File: src/rtl/chip8_fetch_if.sv
// Signal bundle between the CHIP-8 fetch stage, its program ROM, the PC-load
// source and the decode/execute consumer of assembled opcodes.
interface chip8_fetch_if;
  logic [11:0] rom_addr;
  logic [7:0]  rom_dout;
  logic        pc_load;
  logic [11:0] pc_in;
  logic [15:0] opcode;
  logic        opcode_valid;
  logic        opcode_ready;
  logic [11:0] instr_addr;

  modport master (
    output rom_addr, opcode, opcode_valid, instr_addr,
    input  rom_dout, pc_load, pc_in, opcode_ready
  );

  modport slave (
    input  rom_addr, opcode, opcode_valid, instr_addr,
    output rom_dout, pc_load, pc_in, opcode_ready
  );
endinterface

File: src/rtl/chip8_fetch.sv
// CHIP-8 instruction fetch: reads two bytes from a 1-cycle-latency ROM,
// assembles a big-endian opcode and offers it to the consumer; owns the PC.
module chip8_fetch #(
  parameter logic [11:0] RESET_PC = 12'h200
) (
  input  logic              clk,
  input  logic              reset,
  chip8_fetch_if.master     bus,
  output logic [1:0]        fsm_state
);

  typedef enum logic [1:0] {
    FETCH_HI   = 2'd0,
    FETCH_LO   = 2'd1,
    CAPTURE_LO = 2'd2,
    HOLD       = 2'd3
  } state_t;

  state_t      state;
  state_t      state_next;
  logic [11:0] pc;
  logic [11:0] pc_next;
  logic [15:0] opcode_q;
  logic [11:0] pc_plus1;
  logic [11:0] pc_plus2;

  assign pc_plus1 = pc + 12'd1;
  assign pc_plus2 = pc + 12'd2;

  // Handshake: a transfer happens on a rising edge where opcode_valid and
  // opcode_ready are both high; while valid && !ready, opcode and instr_addr
  // are held. opcode_valid is a pure decode of HOLD, and ready is ignored
  // in every other state.
  always_comb begin
    state_next = state;
    pc_next    = pc;
    case (state)
      FETCH_HI:   state_next = FETCH_LO;
      FETCH_LO:   state_next = CAPTURE_LO;
      CAPTURE_LO: state_next = HOLD;
      HOLD: begin
        if (bus.opcode_ready) begin
          state_next = FETCH_HI;
          pc_next    = pc_plus2;
        end
      end
      default:    state_next = FETCH_HI;
    endcase
    // A PC load overrides everything, including a same-cycle accept.
    if (bus.pc_load) begin
      state_next = FETCH_HI;
      pc_next    = bus.pc_in;
    end
  end

  always_ff @(posedge clk) begin
    if (reset) begin
      state    <= FETCH_HI;
      pc       <= RESET_PC;
      opcode_q <= 16'h0000;
    end else begin
      state <= state_next;
      pc    <= pc_next;
      if (!bus.pc_load && state == FETCH_LO)
        opcode_q[15:8] <= bus.rom_dout;
      if (!bus.pc_load && state == CAPTURE_LO)
        opcode_q[7:0] <= bus.rom_dout;
    end
  end

  assign bus.rom_addr     = (state == FETCH_HI) ? pc : pc_plus1;
  assign bus.opcode       = opcode_q;
  assign bus.opcode_valid = (state == HOLD);
  assign bus.instr_addr   = pc;
  assign fsm_state        = state;

endmodule

File: src/flat_wrapper.sv
// flat-port wrapper written by rule: the top's interface ports become plain ports
module chip8_fetch_flat 
#(
  parameter logic [11:0] RESET_PC = 12'h200
)
  (clk, reset, fsm_state, bus_rom_addr, bus_opcode, bus_opcode_valid, bus_instr_addr, bus_rom_dout, bus_pc_load, bus_pc_in, bus_opcode_ready);
  chip8_fetch_if bus_i ();
  input  logic clk;
  input  logic reset;
  output logic [1:0] fsm_state;
  output wire logic [$bits(bus_i.rom_addr)-1:0] bus_rom_addr;
  output wire logic [$bits(bus_i.opcode)-1:0] bus_opcode;
  output wire logic [$bits(bus_i.opcode_valid)-1:0] bus_opcode_valid;
  output wire logic [$bits(bus_i.instr_addr)-1:0] bus_instr_addr;
  input wire logic [$bits(bus_i.rom_dout)-1:0] bus_rom_dout;
  input wire logic [$bits(bus_i.pc_load)-1:0] bus_pc_load;
  input wire logic [$bits(bus_i.pc_in)-1:0] bus_pc_in;
  input wire logic [$bits(bus_i.opcode_ready)-1:0] bus_opcode_ready;
  assign bus_rom_addr = bus_i.rom_addr;
  assign bus_opcode = bus_i.opcode;
  assign bus_opcode_valid = bus_i.opcode_valid;
  assign bus_instr_addr = bus_i.instr_addr;
  assign bus_i.rom_dout = bus_rom_dout;
  assign bus_i.pc_load = bus_pc_load;
  assign bus_i.pc_in = bus_pc_in;
  assign bus_i.opcode_ready = bus_opcode_ready;
  chip8_fetch #(.RESET_PC(RESET_PC)) u_core (.clk(clk), .reset(reset), .bus(bus_i), .fsm_state(fsm_state));
endmodule
File: config.mk
export PLATFORM = sky130hd
export DESIGN_NAME = chip8_fetch_flat
export DESIGN_NICKNAME = d
export VERILOG_FILES = /design/src/rtl/chip8_fetch_if.sv /design/src/rtl/chip8_fetch.sv /design/src/flat_wrapper.sv
export SDC_FILE = /design/constraint.sdc
export NUM_CORES = 1
export LEC_CHECK = 0
export ABC_AREA = 1
export ABC_CLOCK_PERIOD_IN_PS = 3080
export CORE_MARGIN = 4
export CORE_UTILIZATION = 45
export CTS_BUF_LIST = sky130_fd_sc_hd__clkbuf_4 sky130_fd_sc_hd__clkbuf_8 sky130_fd_sc_hd__clkbuf_16
export CTS_CLUSTER_DIAMETER = 50
export DETAILED_ROUTE_END_ITERATION = 10
export MAX_ROUTING_LAYER = met4
export PLACE_DENSITY = 0.81
export SLEW_MARGIN = 20
export SYNTH_ARGS = -nofsm -noshare
export SYNTH_HDL_FRONTEND = slang
export SYNTH_SLANG_ARGS = --single-unit
File: constraint.sdc
create_clock -name clk -period 3.08 [get_ports clk]
set_input_delay 0.462 -clock clk [delete_from_list [all_inputs] [get_ports clk]]
set_output_delay 0.462 -clock clk [all_outputs]
set_load 0.01 [all_outputs]
Word-level counts from Yosys, hierarchy flattened
Cells that the tools add are included.
{"block": "word_totals", "regBits": 30, "inputBits": 24, "output_inout_bits": 43}
{"block": "classes", "add_sub_neg": 2, "n_eq_ne": 4, "mux": 6, "reduce_logical": 8}
{"op": "12-bit 2-to-1 mux", "count": 4}
{"op": "12-bit by 1-bit adder with 12-bit output (second input constant)", "count": 1}
{"op": "12-bit by 2-bit adder with 12-bit output (second input constant)", "count": 1}
{"op": "2-bit case mux with 4 select lines", "count": 1}
{"op": "2-bit == test (second input constant)", "count": 2}
{"op": "2-bit nonzero test", "count": 2}
{"op": "2-bit by 1-bit == test with 1-bit output (second input constant)", "count": 1}
{"op": "1-bit logical AND", "count": 2}
{"op": "2-bit logical NOT", "count": 1}
{"op": "2-bit 2-to-1 mux", "count": 1}
{"op": "2-bit by 1-bit != test with 1-bit output (second input constant)", "count": 1}
{"op": "2-bit AND reduction", "count": 1}
{"op": "2-bit OR reduction", "count": 1}
{"op": "1-bit logical NOT", "count": 1}

Depth between registers and ports, before layout
Gate-level depths: netlist of run 1.
{"block": "logic_depth", "depth_word": 4, "depth_mapped": 8, "depth_no_buf": 8}

Least setup slack after synthesis of run 1
Ideal clock, no wire load.
{"block": "synth_path", "path_kind": "register -> output", "from": "register u_core.state[0], in the netlist u_core.fsm_state[0]", "to": "output bus_rom_addr[10]", "arrival_ps": 1429, "required_time_ps": 2618, "setup_slack_ps": 1189, "stages_incl_launch_ff": 8, "path_cell_list": "dfxtp_1 inv_1 ha_1 inv_1 nand4_1 nor2_1 nand2_1 xor2_1"}
{"block": "synth_via", "elab_chain_cells": 2}
{"element": "start: declaration", "line_no": "chip8_fetch.sv:19", "rtl": "state_t state;"}
{"element": "start signal: assignment", "line_no": "chip8_fetch.sv:62", "rtl": "state <= state_next;"}
{"element": "2-bit logical NOT", "line_no": "chip8_fetch.sv:71", "rtl": "assign bus.rom_addr = (state == FETCH_HI) ? pc : pc_plus1;"}
{"element": "12-bit 2-to-1 mux", "line_no": "chip8_fetch.sv:71"}
{"element": "end: declaration", "line_no": "flat_wrapper.sv:11", "rtl": "output wire logic [$bits(bus_i.rom_addr)-1:0] bus_rom_addr;"}
No other way between the ends.

Worst setup path in the final report of run 1
Ends and elaborated chain as after synthesis.

==> impl_metrics.toml, run 1 <==
[logic_synthesis]
synth.avg_cell_area_um2 = 6.90
synthCells = 230
async_flop_share_pct = 0
synth_edf_count = 0
yosysSeqAreaShare_pct = 37.9
syn_area_um2 = 1590
ys_types = 23
yosys_warnings = 0
ys_ff_latch = 30
synth_fp_nets = 261
ys.flop_type = "dfxtp_1"

[sta]
setup_viol = 0
skew_ps = 7.13
relSlewSlack_pct = 65.1
final.setup.tns_ps = 0
finalMaxSlewViolations = 0
fin_crit_ps = 2790
worst_slew_pin_slew_ps = 521
max_freq_mhz = 359
rsz0062_at_grt = "false"
finalCritPeriodShare_pct = 90.4
hold_viol = 0

[detailed_routing]
wl_um = 4310
dr.first_iter.drc_count = 124
drc = 0
ant_nets = 0
routedWlPerCell_um = 12.4
via_count = 1676
drt-pass1-iter-count = 5
vias_per_cell = 4.82

[placed_design]
dp_hpwl_um = 3350
gp_congestion = 0.872
port-buffer-count = 66

[grt]
antenna_found_initial = 0
track_usage_pct = 21.0
grt-ovfl-total = 0
grt_max_degree = 20
grt_pass1_wl_um = 6940
grt_pass1_vias = 1569

[clocking]
h-tree-depth = 2
cts_max_path_buffers = 2
cts_tree = "built"
post_cts_buffers = 0
cts.sinks = 30
path_clk_slew_ps = 100
cts_buffers = 5
cts_root_buf = "clkbuf_4"
insertion_delay_ps = 330

[setup_path]
worstPathMaxFanout = 6
crit_type = "reg -> out"
cp_num_cells = 8
cp_cell_sequence = "inv_1 -> ha_1 -> inv_1 -> nand4_1 -> nor2_2 -> nand2_1 -> xor2_1 -> clkdlybuf4s50_1"
crit_family = "buffers and inverters"
worstPathArrival_ps = 2320
slowest_stage = "clkdlybuf4s50_1"
cp_num_buf_inv = 3
required_ps = 2620
cp-end-kind = "output pin"
worst_r2r_path_depth = 7
cp-start-kind = "flop"
slowest_delay_ps = 550
crit_top_cell = "inv_1"

[floorplan]
die_y_um = 67.4
num_rows = 21
initial_core_util_pct = 47.2
core_area_um2 = 3360
fp.dieW_um = 67.4
pin_count = 67
die_area_um2 = 4540

[pwr]
powerDensity_nw_per_um2 = 384
max-vdd-ir-drop_mv = 0.263
power_leakage_nw = 0.956

[final_layout]
insertedDiodeCount = 0
syn_to_final_growth_pct = 50.1
layout-drive-gt1-share_pct = 6.95
final_util_pct = 70.8
nets = 332

[min_path]
min_path_type = "reg -> reg"
hold_path_depth = 2

[outcome]
outcome = "completed"

[run]
cap_violations = 0
-- cells in the mapped netlist (2+ instances only) --
master,count,area share [%]
a21oi_1,10,3.2
clkbuf_1,2,0.47
dfxtp_1,30,38
ha_1,7,5.5
inv_1,25,5.9
inv_2,3,0.71
nand2_1,44,10
nand3_1,10,3.2
nand3_2,2,1.3
nor2_1,43,10
nor2_4,2,1.4
o21ai_0,34,11
xor2_1,8,4.4
-- timing repair --
| action | in CTS | in global routing |
|---|---|---|
| resized for setup | 0 | 1 |
| hold buffers | 0 | 0 |
| hold endpoints to repair | 0 | 0 |
| setup endpoints to repair | 0 | 1 |
-- final timing paths --
kind | slack (ps) | end | startpoint
max | 290 | bus_rom_addr[10] | u_core.fsm_state[0]$_SDFFE_PP0P_
min | 490 | u_core.bus.opcode[6]$_SDFFE_PP0P_ | u_core.bus.opcode[6]$_SDFFE_PP0P_
max reg2reg | 1610 | u_core.bus.instr_addr[9]$_SDFFE_PP1P_ | u_core.bus.instr_addr[2]$_SDFFE_PP0P_
min reg2reg | 490 | u_core.bus.opcode[6]$_SDFFE_PP0P_ | u_core.bus.opcode[6]$_SDFFE_PP0P_
-- layout by cell type (no fill, tap or decap), types with 2 or more instances in the layout --
cell type        instances
nand3_1                 10
xor2_1                   8
dfxtp_1                 30
nand2_1                 44
clkbuf_4                 5
nand3_2                  2
inv_2                    3
ha_1                     7
nor2_4                   2
o21ai_0                 34
inv_1                   25
nor2_2                   2
clkdlybuf4s50_1         66
nor2_1                  42
a21oi_1                 10
clkbuf_8                 3
-- routing by layer --
layer,global-route usage [%],part of all wire [%],vias to the layer above
met5,-,0,-
met4,7.85,1.3,0
met3,4.16,5.5,5
met2,34.4,49,46
met1,25.4,44,747
li1,-,-,878
-- flip-flops by register name, summed over array words and instances, names as in the netlist --
register               cells
u_core.bus.instr_addr     12
u_core.bus.opcode         16
u_core.fsm_state           2
-- power by group --
part | switching [mW] | internal [mW] | leakage, nW
registers | 0.0198 | 0.407 | 0.246
clock network | 0.141 | 0.156 | 0.0446
logic | 0.0864 | 0.105 | 0.666
-- per-stage QoR --
step	hold slack [ps]	total power, mW	cell area, µm²	worst slack, ps	instances
2_1_floorplan	510	0.516	1590	1190	230
3_3_place_gp	464	0.624	2300	653	340
3_5_place_dp	471	0.627	2300	584	340
4_1_cts	493	0.920	2380	204	348
5_1_grt	510	0.958	2380	32.7	348
6_report	488	0.915	2380	295	348
-- worst register-to-register path, cell delays in order (launching register included) --
cell	delay [ps]
dfxtp_1	480
ha_1	260
nand3_2	140
nor2_4	150
nand2_2	80
xnor2_2	150
nand2_1	80
nand2_1	40
-- layout make-up --
class                      count  area [µm²]
tap                           46        57.6
multi-input combinational    168         867
inverter                      29         109
timing repair buffer          67         668
clock buffer                   8        78.8
fill                         305         982
sequential                    30         601
-- logic make-up (layout without fill, tap and decap cells) --
logic type,Yosys count,in the layout,synth area share [%]
buffers and inverters,32,104,7.65
flip-flops,30,30,37.9
AND/OR/NAND/NOR,104,104,27.6
adder cells (fa/ha/maj),7,7,5.52
XOR/XNOR,9,9,5.44
AO/OA/AOI/OAI,48,48,15.9
Power figures use the tool's default switching activity.
==> run 2: changes to the inputs <==
--- a/config.mk
+++ b/config.mk
@@ -20 +20,2 @@
 export SYNTH_SLANG_ARGS = --single-unit
+export TNS_END_PERCENT = 1
==> constraint.sdc (replaced) <==
create_clock -name clk -period 3.08 [get_ports clk]
set_input_delay 0.924 -clock clk [delete_from_list [all_inputs] [get_ports clk]]
set_output_delay 0.924 -clock clk [all_outputs]
set_load 0.01 [all_outputs]
==> impl_metrics.toml, run 2 (synthesis gave the netlist of run 1 again) <==
[grt]
grt_max_degree = 20
grt_pass1_wl_um = 6920
antenna_found_initial = 0
track_usage_pct = 20.8
grt_pass1_vias = 1512
grt-ovfl-total = 0

[pwr]
p_int_mw = 0.621
powerDensity_nw_per_um2 = 359
combPwrFrac_pct = 22.0
clkPwrFrac_pct = 29.1
switching_share_pct = 28.6
power.total_mw = 0.870
power_leakage_nw = 1.02
power_switching_mw = 0.249
power_frac_seq_pct = 48.9
max-vdd-ir-drop_mv = 0.264

[sta]
relSlewSlack_pct = 70.7
final.setup.tns_ps = 0
finalCritPeriodShare_pct = 97.3
hold_viol = 0
max_freq_mhz = 334
worst_slew_pin_slew_ps = 439
skew_ps = 8.10
rsz0062_at_grt = "true"
setup_viol = 0
fin_crit_ps = 3000
finalMaxSlewViolations = 0

[clocking]
h-tree-depth = 2
insertion_delay_ps = 330
cts_root_buf = "clkbuf_4"
cts_tree = "built"
cts_max_path_buffers = 2
cts.sinks = 30
path_clk_slew_ps = 100
cts_buffers = 5

[final_layout]
final_cells = 353
insertedDiodeCount = 0
layout-drive-gt1-share_pct = 10.4
layout_commonest_cell = "clkdlybuf4s50_1"
syn_to_final_growth_pct = 52.6
mostFrequentLayoutCells = "60 x clkdlybuf4s50_1, 44 x nand2_1, 42 x nor2_1"
fillers = 311
final_util_pct = 72.0
nets = 337
largest_reg_flops = 16

[setup_path]
required_ps = 2160
crit_type = "reg -> out"
worstPathArrival_ps = 2070
cp-end-kind = "output pin"
slowest_delay_ps = 480
cp_cell_sequence = "ha_2 -> nand3_2 -> nor2_4 -> buf_4 -> nand2_1 -> nand3_1 -> o21ai_0 -> clkdlybuf4s50_1"
cp-start-kind = "flop"
worstReg2RegStart = "u_core.bus.instr_addr[2]$_SDFFE_PP0P_"
cp-startpoint = "u_core.bus.instr_addr[2]$_SDFFE_PP0P_"
worstPathMaxFanout = 6
slowest_stage = "clkdlybuf4s50_1"
reg2reg_slack_ps = 1600

[floorplan]
initial_core_util_pct = 47.2
die_area_um2 = 4540
core_area_um2 = 3360
die_y_um = 67.4
num_rows = 21
pin_count = 67
fp.dieW_um = 67.4

[detailed_routing]
ant_nets = 0
routedWlPerCell_um = 12.0
drt-pass1-iter-count = 4
via_count = 1660
dr.first_iter.drc_count = 110
drc = 0
vias_per_cell = 4.70
wl_um = 4230

[min_path]
min_path_type = "reg -> reg"
holdCritStartpoint = "u_core.bus.opcode[5]$_SDFFE_PP0P_"

[placed_design]
dp_hpwl_um = 3290
gp_congestion = 0.885
port-buffer-count = 66
dpl.cell_count = 341

[run]
cap_violations = 0

[outcome]
outcome = "completed"
-- run 2: cell types whose count changed in the layout (fill, tap and decap cells not counted), sizes merged --
cell / delta
clkdlybuf4s50: -6
buf: +5
dlygate4sd2: +3
dlymetal6s2s: +3
clkbuf: -2
clkinv: +1
clkinvlp: +1
-- run 2: per-layer routing --
| layer | wire [µm] | up-vias | global-route usage (%) |
|---|---|---|---|
| li1 | - | 888 | - |
| met5 | 0 | - | - |
| met4 | 85 | 0 | 7.59 |
| met3 | 182 | 6 | 3.83 |
| met2 | 2000 | 38 | 33.1 |
| met1 | 1960 | 728 | 26.2 |
-- run 2: final timing paths --
path | cells after the start | endpoint
worst max-delay path | 8 | bus_rom_addr[7]
worst min-delay path | 2 | u_core.bus.opcode[5]$_SDFFE_PP0P_
worst max register to register | 8 | u_core.bus.instr_addr[9]$_SDFFE_PP1P_
worst min register to register | 2 | u_core.bus.opcode[5]$_SDFFE_PP0P_
-- run 2: timing repair --
item / in CTS / in global routing
hold endpoints to repair: 0 / 0
buffers inserted: 1 / 3
hold buffers: 0 / 0
pin swaps: 1 / 3
gates resized for setup: 11 / 6
endpoints found under the setup margin: 8 / 7
-- run 2: final cells by class --
| class | count | area [µm²] | share of cell area, % |
|---|---|---|---|
| multi-input cells | 168 | 870 | 35.9 |
| repair buffers | 72 | 709 | 29.3 |
| flip-flops and latches | 30 | 611 | 25.2 |
| inverters | 29 | 110 | 4.55 |
| well taps | 46 | 57.6 | 2.38 |
| clock buffers | 6 | 51.3 | 2.12 |
| clock inverters | 2 | 12.5 | 0.517 |
-- run 2: power groups by stage --
stage,sequential (mW),combinational (mW),clock (mW)
after floorplan,0.441,0.0749,0
after detailed placement,0.435,0.192,0
after global placement,0.434,0.190,0
final,0.426,0.191,0.253
after CTS,0.427,0.192,0.257
after global routing,0.430,0.211,0.277
-- run 2: worst max-delay path: cells and delay by family, from the launching register on --
family	cells	cell delay, ps
fa+ha+maj	1	210
flops	1	390
buf+inv	2	610
compound gates	1	80
simple gates	4	450
-- run 2: through the flow --
step | cell area, µm² | hold WS [ps] | setup slack (ps)
floorplan | 1590 | 510 | 727
global placement | 2310 | 463 | 187
detailed placement | 2310 | 472 | 108
CTS | 2390 | 495 | 2.53
global route | 2420 | 513 | -87.9
finish | 2420 | 491 | 82.8
